File: src/rtl/uart_pkg.sv
// Shared definitions for the parametrised UART receiver and related blocks.
package uart_pkg;

    localparam int PAR_NONE = 0;
    localparam int PAR_EVEN = 1;
    localparam int PAR_ODD  = 2;

    localparam int OSR_DEFAULT = 16;

    typedef enum logic [2:0] {
        ST_IDLE,
        ST_START,
        ST_DATA,
        ST_PARITY,
        ST_STOP,
        ST_WAIT_IDLE
    } rx_state_e;

endpackage

File: src/rtl/uart_baud_tick.sv
// Oversample tick generator: free-running counter 0..div_i, one-cycle tick at the top.
module uart_baud_tick #(
    parameter int DIV_W = 16
) (
    input  logic             clk_i,
    input  logic             rst_i,
    input  logic [DIV_W-1:0] div_i,
    output logic             tick_o
);

    logic [DIV_W-1:0] cnt_q, cnt_d;

    // Tick when the count reaches the divisor, then wrap to zero.
    always_comb begin
        tick_o = (cnt_q == div_i);
        cnt_d  = tick_o ? '0 : cnt_q + 1'b1;
    end

    // Counter register.
    always_ff @(posedge clk_i) begin
        if (rst_i) begin
            cnt_q <= '0;
        end else begin
            cnt_q <= cnt_d;
        end
    end

endmodule

File: src/rtl/uart_rx_param.sv
// Parametrised UART receiver: 16x/8x oversampling with 3-sample majority vote,
// optional parity, 1/2 stop bits, error reporting and a one-word holding register.
module uart_rx_param
    import uart_pkg::*;
#(
    parameter int DIV_W     = 16,
    parameter int DATA_BITS = 8,
    parameter int PARITY    = PAR_NONE,
    parameter int STOP_BITS = 1,
    parameter int OSR       = OSR_DEFAULT
) (
    input  logic                 clk_i,
    input  logic                 rst_i,
    input  logic [DIV_W-1:0]     baud_div_i,
    input  logic                 rx_i,
    output logic [DATA_BITS-1:0] data_o,
    output logic                 valid_o,
    input  logic                 ready_i,
    output logic                 frame_err_o,
    output logic                 parity_err_o,
    output logic                 break_o,
    output logic                 overrun_o,
    output logic                 rts_o
);

    localparam int            SW        = $clog2(OSR);
    localparam logic [SW-1:0] S_V0      = SW'(OSR / 2 - 1);
    localparam logic [SW-1:0] S_V1      = SW'(OSR / 2);
    localparam logic [SW-1:0] S_V2      = SW'(OSR / 2 + 1);
    localparam logic [SW-1:0] S_LAST    = SW'(OSR - 1);
    localparam logic [3:0]    BIT_LAST  = 4'(DATA_BITS - 1);
    localparam logic          STOP_LAST = 1'(STOP_BITS - 1);
    localparam bit            PAR_EN    = (PARITY == PAR_EVEN) || (PARITY == PAR_ODD);

    logic tick;

    uart_baud_tick #(
        .DIV_W(DIV_W)
    ) u_baud_tick (
        .clk_i (clk_i),
        .rst_i (rst_i),
        .div_i (baud_div_i),
        .tick_o(tick)
    );

    // Two-flop synchroniser on the asynchronous rx pin, idling high.
    logic sync1_q, sync2_q, rx_s;

    always_ff @(posedge clk_i) begin
        if (rst_i) begin
            sync1_q <= 1'b1;
            sync2_q <= 1'b1;
        end else begin
            sync1_q <= rx_i;
            sync2_q <= sync1_q;
        end
    end

    assign rx_s = sync2_q;

    rx_state_e            state_q, state_d;
    logic [SW-1:0]        s_q, s_d;
    logic [3:0]           bit_cnt_q, bit_cnt_d;
    logic                 stop_cnt_q, stop_cnt_d;
    logic [1:0]           samp_q, samp_d;
    logic [DATA_BITS-1:0] shreg_q, shreg_d;
    logic                 par_bit_q, par_bit_d;
    logic                 ferr_q, ferr_d;
    logic                 stop_one_q, stop_one_d;

    logic vote_bit, vote_now, s_last;
    logic ferr_any, one_any, par_exp;
    logic done, brk_det, new_fe, new_pe;

    assign vote_bit = (samp_q[0] & samp_q[1]) | (samp_q[0] & rx_s) | (samp_q[1] & rx_s);
    assign vote_now = tick && (s_q == S_V2);
    assign s_last   = (s_q == S_LAST);
    assign ferr_any = ferr_q | ~vote_bit;
    assign one_any  = stop_one_q | vote_bit;
    assign par_exp  = (PARITY == PAR_ODD) ? ~(^shreg_q) : (^shreg_q);

    // Frame FSM next state: bit timing, sampling, shifting and completion detection.
    always_comb begin
        state_d    = state_q;
        s_d        = s_q;
        bit_cnt_d  = bit_cnt_q;
        stop_cnt_d = stop_cnt_q;
        samp_d     = samp_q;
        shreg_d    = shreg_q;
        par_bit_d  = par_bit_q;
        ferr_d     = ferr_q;
        stop_one_d = stop_one_q;
        done       = 1'b0;
        brk_det    = 1'b0;
        new_fe     = ferr_any;
        new_pe     = PAR_EN && (par_bit_q ^ par_exp);

        if (tick) begin
            if (s_q == S_V0) samp_d[0] = rx_s;
            if (s_q == S_V1) samp_d[1] = rx_s;
            if (state_q != ST_IDLE && state_q != ST_WAIT_IDLE) begin
                s_d = s_last ? '0 : s_q + 1'b1;
            end

            case (state_q)
                ST_IDLE: begin
                    if (!rx_s) begin
                        state_d = ST_START;
                        s_d     = '0;
                    end
                end
                ST_START: begin
                    if (vote_now && vote_bit) begin
                        state_d = ST_IDLE;
                        s_d     = '0;
                    end else if (s_last) begin
                        state_d   = ST_DATA;
                        bit_cnt_d = '0;
                    end
                end
                ST_DATA: begin
                    if (vote_now) shreg_d = {vote_bit, shreg_q[DATA_BITS-1:1]};
                    if (s_last) begin
                        if (bit_cnt_q == BIT_LAST) begin
                            state_d    = PAR_EN ? ST_PARITY : ST_STOP;
                            stop_cnt_d = 1'b0;
                            ferr_d     = 1'b0;
                            stop_one_d = 1'b0;
                        end else begin
                            bit_cnt_d = bit_cnt_q + 1'b1;
                        end
                    end
                end
                ST_PARITY: begin
                    if (vote_now) par_bit_d = vote_bit;
                    if (s_last) state_d = ST_STOP;
                end
                ST_STOP: begin
                    // Completion happens at the vote of the last stop bit so that a
                    // start edge arriving right after the stop bit is not missed.
                    if (vote_now && stop_cnt_q == STOP_LAST) begin
                        done    = 1'b1;
                        brk_det = (shreg_q == '0) && (!PAR_EN || !par_bit_q) && !one_any;
                        state_d = (brk_det || ferr_any) ? ST_WAIT_IDLE : ST_IDLE;
                        s_d     = '0;
                    end else begin
                        if (vote_now) begin
                            ferr_d     = ferr_any;
                            stop_one_d = one_any;
                        end
                        if (s_last) stop_cnt_d = stop_cnt_q + 1'b1;
                    end
                end
                ST_WAIT_IDLE: begin
                    if (rx_s) state_d = ST_IDLE;
                end
                default: begin
                    state_d = ST_IDLE;
                    s_d     = '0;
                end
            endcase
        end
    end

    // Frame FSM registers.
    always_ff @(posedge clk_i) begin
        if (rst_i) begin
            state_q    <= ST_IDLE;
            s_q        <= '0;
            bit_cnt_q  <= '0;
            stop_cnt_q <= 1'b0;
            samp_q     <= '1;
            shreg_q    <= '0;
            par_bit_q  <= 1'b0;
            ferr_q     <= 1'b0;
            stop_one_q <= 1'b0;
        end else begin
            state_q    <= state_d;
            s_q        <= s_d;
            bit_cnt_q  <= bit_cnt_d;
            stop_cnt_q <= stop_cnt_d;
            samp_q     <= samp_d;
            shreg_q    <= shreg_d;
            par_bit_q  <= par_bit_d;
            ferr_q     <= ferr_d;
            stop_one_q <= stop_one_d;
        end
    end

    logic [DATA_BITS-1:0] data_q, data_d;
    logic                 valid_q, valid_d;
    logic                 fe_q, fe_d;
    logic                 pe_q, pe_d;
    logic                 brk_q, brk_d;
    logic                 ovr_q, ovr_d;

    // Holding register: load on completion when empty or being drained, else drop and flag overrun.
    always_comb begin
        data_d  = data_q;
        valid_d = valid_q;
        fe_d    = fe_q;
        pe_d    = pe_q;
        brk_d   = 1'b0;
        ovr_d   = 1'b0;

        if (valid_q && ready_i) valid_d = 1'b0;

        if (done) begin
            if (brk_det) begin
                brk_d = 1'b1;
            end else if (!valid_q || ready_i) begin
                data_d  = shreg_q;
                fe_d    = new_fe;
                pe_d    = new_pe;
                valid_d = 1'b1;
            end else begin
                ovr_d = 1'b1;
            end
        end
    end

    // Holding register and pulse flags.
    always_ff @(posedge clk_i) begin
        if (rst_i) begin
            data_q  <= '0;
            valid_q <= 1'b0;
            fe_q    <= 1'b0;
            pe_q    <= 1'b0;
            brk_q   <= 1'b0;
            ovr_q   <= 1'b0;
        end else begin
            data_q  <= data_d;
            valid_q <= valid_d;
            fe_q    <= fe_d;
            pe_q    <= pe_d;
            brk_q   <= brk_d;
            ovr_q   <= ovr_d;
        end
    end

    assign data_o       = data_q;
    assign valid_o      = valid_q;
    assign frame_err_o  = fe_q;
    assign parity_err_o = pe_q;
    assign break_o      = brk_q;
    assign overrun_o    = ovr_q;
    assign rts_o        = ~valid_q;

endmodule

File: config.mk
export PLATFORM = sky130hd
export DESIGN_NAME = uart_rx_param
export DESIGN_NICKNAME = d
export VERILOG_FILES = /design/src/rtl/uart_pkg.sv /design/src/rtl/uart_baud_tick.sv /design/src/rtl/uart_rx_param.sv
export SDC_FILE = /design/constraint.sdc
export NUM_CORES = 1
export LEC_CHECK = 0
export CAP_MARGIN = 20
export CORE_UTILIZATION = 50
export CTS_CLUSTER_DIAMETER = 120
export CTS_CLUSTER_SIZE = 25
export DETAILED_ROUTE_END_ITERATION = 12
export MAX_ROUTING_LAYER = met4
export PLACE_DENSITY = 0.74
export SLEW_MARGIN = 20
export SYNTH_ARGS = -nofsm -noshare
export SYNTH_HDL_FRONTEND = slang
export SYNTH_SLANG_ARGS = --single-unit
File: constraint.sdc
create_clock -name clk_i -period 2.1 [get_ports clk_i]
set_input_delay 0.315 -clock clk_i [delete_from_list [all_inputs] [get_ports clk_i]]
set_output_delay 0.315 -clock clk_i [all_outputs]
set_load 0.03 [all_outputs]
# [Word level (Yosys, flattened, before mapping)]
# Cells that the tools add are included.
# Widths: inputs -> output; s select.
[word_totals] ff_bits=54 output_inout_bits=14 word_cells=129
[op_classes] eq_ne=25 bitwise_logic=12 n_reduce_logical=27 n_mux=44 n_addsub=4
[op_table] cell="$mux 4" count=9
[op_table] cell="$mux 3" count=9
[op_table] cell="$ne 2x2->1 const B" count=12
[op_table] cell="$mux 1" count=20
[op_table] cell="$pmux 3 s6" count=1
[op_table] cell="$reduce_and 6->1" count=3
[op_table] cell="$add 16x1->16 const B" count=1
[op_table] cell="$eq 16x16->1" count=1
[op_table] cell="$pmux 4 s4" count=1
[op_table] cell="$eq 4x4->1 const B" count=3
[op_table] cell="$add 4x1->4 const B" count=2
[op_table] cell="$eq 4x3->1 const B" count=2
[op_table] cell="$logic_not 8->1" count=1
[op_table] cell="$pmux 4 s2" count=1
[op_table] cell="$reduce_and 8->1" count=1
[op_table] cell="$eq 3x2->1 const B" count=2
[op_table] cell="$eq 3x3->1 const B" count=2
[op_table] cell="$logic_and 1x1->1" count=6
[op_table] cell="$ne 3x3->1 const B" count=2
[op_table] cell="$pmux 1 s2" count=3
[op_table] cell="$reduce_and 3->1" count=2
[op_table] cell="$reduce_or 3->1" count=2
[op_table] cell="$not 1->1" count=5
[op_table] cell="$or 1x1->1" count=4
[op_table] cell="other kinds (10)" count=17

# [Longest topological paths before layout]
# Gate-level depths: netlist of the first run.
[logic_depth] depth_word=11 depth_mapped=9

# [Hierarchy]
# A second synthesis of the first run with hierarchy kept.
[unflattened] hier_cells=340 hier_area_um2=2872.8
[by_module_without_submodules] mod="uart_rx_param" n_inst=1 cells_per_inst=239 area_per_inst_um2=1971.9 seq_area_each_um2=760.7
[by_module_without_submodules] mod="uart_baud_tick" n_inst=1 cells_per_inst=101 area_per_inst_um2=900.9 seq_area_each_um2=320.3

# [Worst setup path after synthesis of the first run]
# OpenSTA, ideal clock, no wires.
[synth_path] path_kind="register to register" from="register s_q[0]" to="register fe_q (netlist: frame_err_o)" t_arrival_ps=1883 stages_incl_launch_ff=9 path_buffers=2 setup_slack_ps=95 cell_sequence="dfxtp_1 -> ha_1 -> and3b_1 -> buf_4 -> nand2_1 -> or3_4 -> nor3b_2 -> buf_6 -> mux2_4"
[synth_via] elab_chain_len=8 word_cells_on_any_way=11 cone_classes="1 x eq/ne; 6 x mux; 1 x bitwise; 3 x reduce/logical"
[synth_lines] item="start: declaration" line="uart_rx_param.sv:62" rtl="logic [SW-1:0] s_q, s_d;"
[synth_lines] item="start signal: assignment" line="uart_rx_param.sv:169" rtl="s_q <= '0;"
[synth_lines] item="start signal: assignment" line="uart_rx_param.sv:179" rtl="s_q <= s_d;"
[synth_lines] item="$eq 4x4->1 (*)" line="uart_rx_param.sv:76" rtl="assign vote_now = tick && (s_q == S_V2);"
[synth_lines] item="$logic_and 1x1->1 (*)" line="uart_rx_param.sv:76"
[synth_lines] item="$logic_and 1x1->1 (*)" line="uart_rx_param.sv:141" rtl="if (vote_now && stop_cnt_q == STOP_LAST) begin"
[synth_lines] item="$mux 1" line="uart_rx_param.sv:141"
[synth_lines] item="$mux 1" line="uart_rx_param.sv:105" rtl="case (state_q)"
[synth_lines] item="$mux 1" line="uart_rx_param.sv:98" rtl="if (tick) begin"
[synth_lines] item="$not 1->1 (no source line)"
[synth_lines] item="$reduce_and 3->1 (no source line) (*)"
[synth_lines] item="end signal: assignment" line="uart_rx_param.sv:227" rtl="fe_q <= 1'b0;"
[synth_lines] item="end signal: assignment" line="uart_rx_param.sv:234" rtl="fe_q <= fe_d;"
[synth_lines] item="end: declaration" line="uart_rx_param.sv:192" rtl="logic fe_q, fe_d;"
# Mark *: on every way between the ends. The rest lies on a longest branch, timed or not.
# A chain may end at the register's enable or synchronous reset.

# [Worst setup path in the final report of the first run]
[layout_path] from="register s_q[1]" to="register state_q[2]"
[layout_via] elab_chain_len=5 word_cells_on_any_way=12 cone_classes="6 x eq/ne; 2 x mux; 4 x reduce/logical"
[layout_lines] item="$eq 4x4->1" line="uart_rx_param.sv:76"
[layout_lines] item="$logic_and 1x1->1" line="uart_rx_param.sv:76"
[layout_lines] item="$logic_and 1x1->1, on equally long branches" line="uart_rx_param.sv:113, uart_rx_param.sv:141"
[layout_lines] item="$ne 3x3->1 (no source line), or another cell as far along"
[layout_lines] item="$reduce_and 8->1 (no source line) / $pmux 3 s6 (equally long branches)"
[layout_lines] item="end signal: assignment" line="uart_rx_param.sv:178" rtl="state_q <= state_d;"
[layout_lines] item="end: declaration" line="uart_rx_param.sv:61" rtl="rx_state_e state_q, state_d;"
# Several ways; a longest one is shown, not always the timed one.

==> reports/summary.log, run 1 <==
[place] placement-stage worst setup slack -341 ps
[grt] number of global-route vias before repair 2504
[floorplanning] total die area 0.00607 sq mm
[power_and_ir_drop] switching portion of total power 24.9%
[power_and_ir_drop] share of total power in sequential cells 57.8%
[routing] Avg Vias per Cell 5.56
[grt] global-route usage over all layers 23.0%
[timing] slew at the pin closest to its max-slew limit 539 ps
[worst_setup_path] critical path's top delay family simple AND/OR/NAND/NOR gates
[yosys] number of flops mapped to enable cells by yosys 0
[worst_setup_path] slowest cell on the critical path sky130_fd_sc_hd__or3_4
[yosys] Seq/Total Area, Yosys 37.5%
[grt] antenna violations before repair 0
[grt] total grt overflow 0
[yosys] flip-flop cell with the highest count after synthesis sky130_fd_sc_hd__dfxtp_1
[place] number of instances in the placed design 455
[routing] Detailed Route Iter0 Violations 206
[floorplanning] initial cell density of the core 52.0%
[final_layout] post-layout net count 418
[place] post-place instance area 0.00347 sq mm
[worst_setup_path] startpoint of the worst register-to-register path s_q[1]$_SDFFE_PP0P_
[timing] total negative slack for setup checks 0 ps
[worst_setup_path] Buf/Inv on CP 2
[clock_tree] clk root buf sky130_fd_sc_hd__clkbuf_8
[final_layout] Register Area 0.00108 sq mm
[yosys] synthesized flop and latch total 54
[timing] post-route fraction of the period consumed by the critical path 97.7%
[worst_setup_path] critical path type reg -> reg
[worst_setup_path] Slowest Stage Delay on Critical Path 410 ps
[worst_setup_path] crit path cell chain inv_2, ha_2, and3b_2, buf_4, a311oi_1, or3_4, or4_1, a21oi_1
[min_path] Hold Startpoint sync1_q$_SDFF_PP1_
[floorplanning] Die X-Extent 77.9 um
[grt] wire length of the first global-routing pass 11000 um
[min_path] HP Class reg -> reg
[worst_setup_path] arrival time of data at the critical path endpoint 2310 ps
[clock_tree] buffer levels on the longest clock path 2
[yosys] Area contributors post-synth sky130_fd_sc_hd__dfxtp_1 38%, sky130_fd_sc_hd__xor2_1 7.9%, sky130_fd_sc_hd__nand2_1 4.3%
[power_and_ir_drop] power density over the cells 496 mW/mm^2
[yosys] nets in the synthesized netlist 363
[worst_setup_path] endpoint type of the worst setup path flip-flop
[outcome] run status finished clean
[timing] Slew Viols, Final 0
[yosys] count of cell types in the netlist 56
[timing] Final Critical Period 2050 ps
[final_layout] fin area 0.00361 sq mm
[timing] Hold Vio Cnt, Final 0
[place] Final Wtd Congestion 0.887
[final_layout] share of cells above drive strength 1 17.0%
[yosys] area of the mapped netlist 0.00288 sq mm
[yosys] share of synthesized flip-flops with an asynchronous set or reset 0%
[floorplanning] Boundary Pins 34
[yosys] most repeated cell in the gate-level netlist after synthesis sky130_fd_sc_hd__dfxtp_1
[yosys] library cell with the largest summed area after synthesis sky130_fd_sc_hd__dfxtp_1
[final_layout] synthesis-to-layout area growth 25.3%
[floorplanning] Die Span Y 77.9 um
[yosys] area fraction of the dominant cell type after synthesis 37.5%
[routing] wire per inst 13.8 um
[timing] post-route worst setup slack 48.9 ps
[yosys] Synthesis Warnings 0
[power_and_ir_drop] total net switching power 447 uW
[clock_tree] clk sink count 54
[clock_tree] later-pin clock latency in the skew report 320 ps
[yosys] most common library cells after synthesis 54 x sky130_fd_sc_hd__dfxtp_1, 33 x sky130_fd_sc_hd__nand2_1, 30 x sky130_fd_sc_hd__nor2_1
[final_layout] total area of multi-input combinational cells 0.00166 sq mm
[final_layout] Filler cells 482
[power_and_ir_drop] combinational cell fraction of total power 6.8%
[timing] peak clock frequency supported by timing 488 MHz
[worst_setup_path] CP Launch Type flip-flop
[power_and_ir_drop] Leakage Power 1.36 nW
[power_and_ir_drop] power share of the clock group 35.4%
[clock_tree] clock tree from TritonCTS done
[place] HPWL after DPL 4620 um
[timing] Slew HR 63.8%
[timing] count of endpoints failing setup in the final report 0
[final_layout] count of antenna diodes in the layout 0
[place] Port Buffer Count 32
[timing] final worst hold slack 419 ps
[worst_setup_path] launch point of the worst path s_q[1]$_SDFFE_PP0P_
[floorplanning] core area 0.00554 sq mm
[routing] count of vias placed by the detailed router 2590
[yosys] number of instances in the synthesized netlist 338
[run] max capacitance violation total 0
[clock_tree] depth of the CTS H-tree 2
[power_and_ir_drop] Internal Dissipation 1.35 mW
[worst_setup_path] largest fanout on the critical path 4
[clock_tree] count of hold-fix buffers inserted at cts 0
[final_layout] final core occ 65.2%
[final_layout] final std cells w/o fill 466
[power_and_ir_drop] Final Power 1.79 mW
[routing] antenna violation net count after detailed routing 0
[grt] largest net degree at the start of global routing 20
[routing] wirelength, routed 6440 um
[clock_tree] Inserted Clock Buffers 5
[yosys] Avg Cell Area, Syn 8.53 sq um
[timing] worst setup skew after layout 10.0 ps
[clock_tree] clock transition at the registers of the reported paths 100 ps
[routing] Pre-Repair DR Iteration Count 4
[worst_setup_path] data required time of the worst path 2360 ps
[floorplanning] placement row count 27
[power_and_ir_drop] worst IR drop on VDD 0.349 mV
[routing] post-detailed-route DRC marker count 0
-- flip-flops by register name (all words and copies together) (netlist names), 2 cells and up --
register,flops
state_q,3
samp_q,2
shreg_q,8
data_o,8
bit_cnt_q,4
u_baud_tick.cnt_q,16
s_q,4
-- worst register-to-register path, delay by kind of cell (launching register included) --
| family | cells | cell delay [ps] |
|---|---|---|
| simple gates | 3 | 1050 |
| flops | 1 | 350 |
| fa+ha+maj | 1 | 180 |
| compound gates | 2 | 220 |
| buf+inv | 2 | 200 |
-- final timing paths --
kind,to,cells after the start,slack (ps)
max reg2reg,state_q[2]$_SDFFE_PP0P_,8,50
min,rx_s$_SDFF_PP1_,1,420
max,state_q[2]$_SDFFE_PP0P_,8,50
min reg2reg,rx_s$_SDFF_PP1_,1,420
-- power groups by stage --
stage | Combinational [mW] | Sequential, mW | Clock [mW]
final | 0.122 | 1.04 | 0.635
after global routing | 0.132 | 1.04 | 0.696
after CTS | 0.123 | 1.04 | 0.651
after detailed placement | 0.122 | 1.06 | 0
after global placement | 0.121 | 1.06 | 0
after floorplan | 0.0570 | 1.06 | 0
-- logic make-up after synthesis --
kind of cell             share of synthesized area (%)
buffers and inverters                             5.12
other                                            0.130
AO/OA/AOI/OAI                                     13.2
XOR/XNOR                                          9.11
AND/OR/NAND/NOR                                   28.9
adder cells (fa/ha/maj)                           2.65
multiplexers                                      3.30
flip-flops                                        37.5
-- repair_timing --
item | 4_1_cts | 5_1_grt
endpoints found under the setup margin | 2 | 31
resized for setup | 0 | 10
endpoints found under the hold margin | 0 | 0
pin swaps | 1 | 7
setup buffers | 1 | 2
-- cell type report --
cell class	instances	share of cell area, %
clock inverter	3	0.796
inverter	11	1.14
clock buffer	5	1.90
timing repair buffer	69	17.6
tap	72	2.49
multi-input combinational	252	46.1
sequential	54	30.0
-- metal layers --
layer,GRT usage (%),part of all wire (%)
met3,3.65,4.2
met1,28.7,46
met2,38.4,48
met4,6.48,1.6
met5,-,0
-- cell usage in the layout (no fill, tap or decap), types with 2 or more instances in the layout --
master | synthesis | routed
sky130_fd_sc_hd__nand4_1 | 7 | 7
sky130_fd_sc_hd__clkbuf_8 | 0 | 5
sky130_fd_sc_hd__buf_4 | 2 | 32
sky130_fd_sc_hd__nor4_1 | 3 | 3
sky130_fd_sc_hd__or2b_1 | 3 | 3
sky130_fd_sc_hd__a31oi_1 | 2 | 2
sky130_fd_sc_hd__a32o_1 | 3 | 3
sky130_fd_sc_hd__a21oi_1 | 17 | 17
sky130_fd_sc_hd__nor3b_1 | 3 | 3
sky130_fd_sc_hd__or3_4 | 2 | 2
sky130_fd_sc_hd__inv_1 | 11 | 10
sky130_fd_sc_hd__and3_1 | 6 | 6
sky130_fd_sc_hd__dfxtp_1 | 54 | 52
sky130_fd_sc_hd__nor3_1 | 7 | 7
sky130_fd_sc_hd__ha_1 | 5 | 4
sky130_fd_sc_hd__o211ai_1 | 4 | 4
sky130_fd_sc_hd__buf_6 | 2 | 3
sky130_fd_sc_hd__a311oi_1 | 2 | 2
sky130_fd_sc_hd__and2_1 | 3 | 3
sky130_fd_sc_hd__nor2_1 | 30 | 30
sky130_fd_sc_hd__o21ai_0 | 12 | 12
sky130_fd_sc_hd__nand3b_1 | 2 | 2
sky130_fd_sc_hd__or4_1 | 3 | 3
sky130_fd_sc_hd__o221ai_1 | 2 | 2
sky130_fd_sc_hd__xor2_1 | 26 | 26
sky130_fd_sc_hd__mux2i_1 | 8 | 8
sky130_fd_sc_hd__a211oi_1 | 4 | 4
sky130_fd_sc_hd__or2_2 | 4 | 4
sky130_fd_sc_hd__nand2b_1 | 2 | 2
sky130_fd_sc_hd__nand3_1 | 18 | 18
sky130_fd_sc_hd__and4_1 | 4 | 4
sky130_fd_sc_hd__nor2b_1 | 4 | 4
sky130_fd_sc_hd__dfxtp_2 | 0 | 2
sky130_fd_sc_hd__and4b_1 | 2 | 2
sky130_fd_sc_hd__o31ai_1 | 3 | 3
sky130_fd_sc_hd__nor4_2 | 4 | 4
sky130_fd_sc_hd__nand2_1 | 33 | 33
sky130_fd_sc_hd__buf_12 | 0 | 2
sky130_fd_sc_hd__clkdlybuf4s50_1 | 0 | 31
sky130_fd_sc_hd__xnor2_1 | 4 | 4
Note: power is estimated with default switching activity, not from simulation.
==> run 2: changes to the inputs <==
--- a/config.mk
+++ b/config.mk
@@ -15,4 +15,5 @@
 export SLEW_MARGIN = 20
 export SYNTH_ARGS = -nofsm -noshare
 export SYNTH_HDL_FRONTEND = slang
+export SYNTH_HIERARCHICAL = 1
 export SYNTH_SLANG_ARGS = --single-unit
==> run 2 against run 1 <==
Effect of this change:
- the run now ends with setup timing left
- sequential share of layout area is 1.8 points lower
- routed wire length rose by 7.8%
- flip-flop and latch count did not move
- cell count rose by 3.2%
==> reports/summary.log, run 2 <==
[outcome] run status finished with violations
[outcome] violations in the final reports setup timing
[yosys] adder-cell area share of the yosys netlist 2.53% [-0.12 points]
[timing] Slew Viols, Final 0 [unchanged]
[min_path] Worst Hold Path EP rx_s$_SDFF_PP1_
[yosys] compound-cell area share of the yosys netlist 12.8% [-0.39 points]
[worst_setup_path] startpoint of the worst register-to-register path u_baud_tick/cnt_q[9]$_SDFF_PP0_
[routing] post-detailed-route DRC marker count 0 [unchanged]
[floorplanning] core area 0.00551 sq mm [-0.61%]
[yosys] Seq/Total Area, Yosys 37.6% [+0.13 points]
[yosys] share of synthesized flip-flops with an asynchronous set or reset 0% [unchanged]
[final_layout] most frequent cells in the layout 45 x sky130_fd_sc_hd__buf_4, 39 x sky130_fd_sc_hd__dfxtp_1, 36 x sky130_fd_sc_hd__nand2_1
[grt] wire length of the first global-routing pass 11100 um [+0.93%]
[routing] antenna violation net count after detailed routing 0 [unchanged]
[yosys] number of flops mapped to enable cells by yosys 0 [unchanged]
[min_path] worst hold path stage count 1 [unchanged]
[final_layout] fin area 0.00390 sq mm [+7.9%]
[timing] count of endpoints failing setup in the final report 20 [+20]
[clock_tree] depth of the CTS H-tree 2 [unchanged]
[worst_setup_path] largest fanout on the critical path 4 [unchanged]
[worst_setup_path] Reg-to-Reg End stop_cnt_q$_SDFFE_PP0P_
[clock_tree] later-pin clock latency in the skew report 310 ps [about the same]
[yosys] number of instances in the synthesized netlist 340 [+0.59%]
[yosys] count of cell types in the netlist 56 [unchanged]
[worst_setup_path] Buf/Inv on CP 1 [-1]
[min_path] Hold Startpoint sync1_q$_SDFF_PP1_
[routing] Avg Vias per Cell 5.56 [about the same]
[yosys] Synthesis Warnings 6 [+6]
[routing] wire per inst 14.4 um [+4.4%]
[run] max capacitance violation total 0 [unchanged]
[routing] Detailed Route Iter0 Violations 154 [-25%]
[routing] count of vias placed by the detailed router 2676 [+3.3%]
[timing] final worst hold slack 423 ps [+4.03 ps]
[routing] Pre-Repair DR Iteration Count 4 [unchanged]
[place] HPWL after DPL 4840 um [+4.7%]
[timing] post-route worst setup slack -154 ps [-203 ps]
[yosys] library cell with the largest summed area after synthesis sky130_fd_sc_hd__dfxtp_1
[final_layout] share of cells above drive strength 1 28.1% [+11 points]
[clock_tree] clock transition at the registers of the reported paths 100 ps [about the same]
[grt] total grt overflow 0 [unchanged]
[worst_setup_path] critical path's most frequent cell sky130_fd_sc_hd__nand4_1
[timing] post-route fraction of the period consumed by the critical path 107% [+9.7 points]
[yosys] most common library cells after synthesis 54 x sky130_fd_sc_hd__dfxtp_1, 38 x sky130_fd_sc_hd__nand2_1, 30 x sky130_fd_sc_hd__nor2_1
[yosys] mux contribution to synthesized area 4.75% [+1.4 points]
[yosys] most repeated cell in the gate-level netlist after synthesis sky130_fd_sc_hd__dfxtp_1
[grt] number of global-route vias before repair 2556 [+2.1%]
[floorplanning] initial cell density of the core 52.2% [+0.14 points]
[timing] Final Critical Period 2250 ps [+203 ps]
[place] Port Buffer Count 32 [unchanged]
[clock_tree] buffer levels on the longest clock path 2 [unchanged]
[yosys] Avg Cell Area, Syn 8.45 sq um [-0.93%]
[power_and_ir_drop] power density over the cells 490 mW/mm^2 [-1.2%]
[worst_setup_path] data required time of the worst path 2350 ps [about the same]
[worst_setup_path] r2r setup slk -150 ps [-200 ps]
[timing] Slew HR 65.9% [+2.1 points]
[timing] slew at the pin closest to its max-slew limit 512 ps [-26.7 ps]
[power_and_ir_drop] Leakage Power 1.47 nW [+8.4%]
[clock_tree] count of hold-fix buffers inserted at cts 0 [unchanged]
[final_layout] post-layout net count 433 [+3.6%]
[yosys] area of the mapped netlist 0.00287 sq mm [-0.35%]
[worst_setup_path] r2r worst-path depth 7 [-1]
[worst_setup_path] arrival time of data at the critical path endpoint 2510 ps [+200 ps]
[yosys] area fraction of the dominant cell type after synthesis 37.6% [+0.13 points]
[clock_tree] clk sink count 54 [unchanged]
[timing] worst setup skew after layout 6.18 ps [-3.85 ps]
[final_layout] Biggest register u_baud_tick/cnt_q
[routing] wirelength, routed 6940 um [+7.8%]
[final_layout] synthesis-to-layout area growth 35.8%
[clock_tree] Inserted Clock Buffers 5 [unchanged]
[yosys] Area contributors post-synth sky130_fd_sc_hd__dfxtp_1 38%, sky130_fd_sc_hd__xnor2_1 8.2%, sky130_fd_sc_hd__nand2_1 5.0%
[timing] Hold Vio Cnt, Final 0 [unchanged]
[power_and_ir_drop] Final Power 1.91 mW [+6.6%]
[floorplanning] Boundary Pins 34 [unchanged]
[final_layout] final core occ 70.8% [+5.6 points]
[yosys] post-synthesis simple-gate area fraction 27.3% [-1.7 points]
[worst_setup_path] Slowest Stage Delay on Critical Path 470 ps [+60 ps]
[grt] antenna violations before repair 0 [unchanged]
[yosys] largest family of logic cells by synthesized area simple AND/OR/NAND/NOR gates
[place] post-place instance area 0.00352 sq mm [+1.6%]
[floorplanning] Die X-Extent 77.8 um [-0.17%]
[final_layout] flip-flop count of the largest register after layout 16 [unchanged]
[yosys] nets in the synthesized netlist 365 [+0.55%]
[grt] largest net degree at the start of global routing 22 [+10%]
[floorplanning] total die area 0.00605 sq mm [-0.33%]
[timing] RSZ-0062 raised after global routing yes
[clock_tree] clock tree from TritonCTS done
[timing] peak clock frequency supported by timing 444 MHz [-9.0%]
[min_path] HP Class reg -> reg
[floorplanning] placement row count 27 [unchanged]
[clock_tree] clk root buf sky130_fd_sc_hd__clkbuf_8
[worst_setup_path] endpoint type of the worst setup path flip-flop
[grt] global-route usage over all layers 23.6% [+0.60 points]
[power_and_ir_drop] worst IR drop on VDD 0.309 mV [-11%]
[worst_setup_path] critical path type reg -> reg
[worst_setup_path] critical path's top delay family simple AND/OR/NAND/NOR gates
[worst_setup_path] CP Launch Type flip-flop
[floorplanning] Die Span Y 77.8 um [-0.17%]
[yosys] flip-flop cell with the highest count after synthesis sky130_fd_sc_hd__dfxtp_1
[final_layout] most common cell after layout, fill and taps aside sky130_fd_sc_hd__buf_4
[yosys] fraction of synthesized cell area in xor and xnor cells 9.41% [+0.29 points]
[place] Final Wtd Congestion 0.987 [+11%]
[yosys] synthesized flop and latch total 54 [unchanged]
[worst_setup_path] crit path cell chain xnor2_2, nand4_1, nor4_4, nand4_1, buf_4, or4_4, a21oi_2
[final_layout] count of antenna diodes in the layout 0 [unchanged]
[worst_setup_path] slowest cell on the critical path sky130_fd_sc_hd__or4_4
[run 2: cell types whose count changed after synthesis, moves of 4 or more]
| cell | delta |
|---|---|
| sky130_fd_sc_hd__a211oi_1 | -4 |
| sky130_fd_sc_hd__buf_2 | -4 |
| sky130_fd_sc_hd__xnor2_1 | +23 |
| sky130_fd_sc_hd__xor2_1 | -24 |
| sky130_fd_sc_hd__nand2_1 | +5 |
| sky130_fd_sc_hd__nor4_2 | -4 |
| sky130_fd_sc_hd__nand2b_1 | +4 |
| sky130_fd_sc_hd__o21ai_0 | -6 |
[run 2: how the worst max path moves through the flow]
| stage | cells past startpoint | from | to | slack, ps |
|---|---|---|---|---|
| 2_1_floorplan | 9 | u_baud_tick/cnt_q[4]$_SDFF_PP0_ | frame_err_o$_SDFFE_PP0P_ | -70 |
| 3_3_place_gp | 8 | baud_div_i[4] | bit_cnt_q[1]$_SDFFE_PP0P_ | -550 |
| 3_5_place_dp | 8 | baud_div_i[4] | bit_cnt_q[1]$_SDFFE_PP0P_ | -590 |
| 4_1_cts | 8 | u_baud_tick/cnt_q[1]$_SDFF_PP0_ | stop_cnt_q$_SDFFE_PP0P_ | -80 |
| 5_1_grt | 9 | u_baud_tick/cnt_q[9]$_SDFF_PP0_ | data_o[5]$_SDFFE_PP0P_ | -290 |
| 6_report | 7 | u_baud_tick/cnt_q[9]$_SDFF_PP0_ | stop_cnt_q$_SDFFE_PP0P_ | -150 |
[run 2: kinds of logic (layout without fill, tap and decap cells)]
family | after synthesis | count (layout)
compound gates | 54 | 54
xor+xnor | 30 | 30
fa+ha+maj | 6 | 6
buf+inv | 34 | 103
flops | 54 | 54
mux | 13 | 13
other cells | 1 | 1
simple gates | 148 | 148
[run 2: cell type report]
type	instances	area [sq um]
multi-input cells	252	1810
fillers	418	1610
clock buffers	6	82.6
clock inverters	2	38.8
inverters	13	48.8
repair buffers	82	727
flip-flops and latches	54	1100
well taps	72	90.1
[run 2: report_power, final]
group          leakage, nW  switching (mW)  total (mW)  internal, mW
registers            0.443         0.00459        1.03          1.03
clock network       0.0618           0.349       0.741         0.392
logic                0.965          0.0630       0.136        0.0726
[run 2: what timing repair did]
action / CTS / global route
setup endpoints to repair: 31 / 34
gates resized for setup: 27 / 32
buffers inserted: 5 / 9
pin swaps: 18 / 17
[run 2: stage by stage]
step	worst slack (ps)	TNS (ps)	cells
floorplan	-72.1	-98.4	340
global placement	-551	-15380	459
detailed placement	-591	-16080	459
CTS	-79.4	-513	472
global route	-285	-4820	481
finish	-154	-1600	481
[run 2: worst reg2reg max path, delay by kind of cell, from the launching register on]
| kind | cells | cell delay [ps] |
|---|---|---|
| simple gates | 4 | 1360 |
| flops | 1 | 360 |
| buf+inv | 1 | 230 |
| compound gates | 1 | 140 |
| xor+xnor | 1 | 100 |
[run 2: layer usage]
metal	routed length, um	global-route usage (%)	up-vias	share of wire (%)
met3	228	3.53	18	3.3
met1	2910	25.2	1269	42
met4	189	12.1	0	2.7
met5	0	-	-	0
li1	-	-	1330	-
met2	3610	42.0	59	52
==> run 3: changes to the inputs <==
--- a/config.mk
+++ b/config.mk
@@ -12,7 +12,6 @@
 export DETAILED_ROUTE_END_ITERATION = 12
 export MAX_ROUTING_LAYER = met4
 export PLACE_DENSITY = 0.74
-export SLEW_MARGIN = 20
 export SYNTH_ARGS = -nofsm -noshare
 export SYNTH_HDL_FRONTEND = slang
 export SYNTH_HIERARCHICAL = 1
==> results of run 3 <==
Final layout, timing and power as in run 2 (identical DEF).
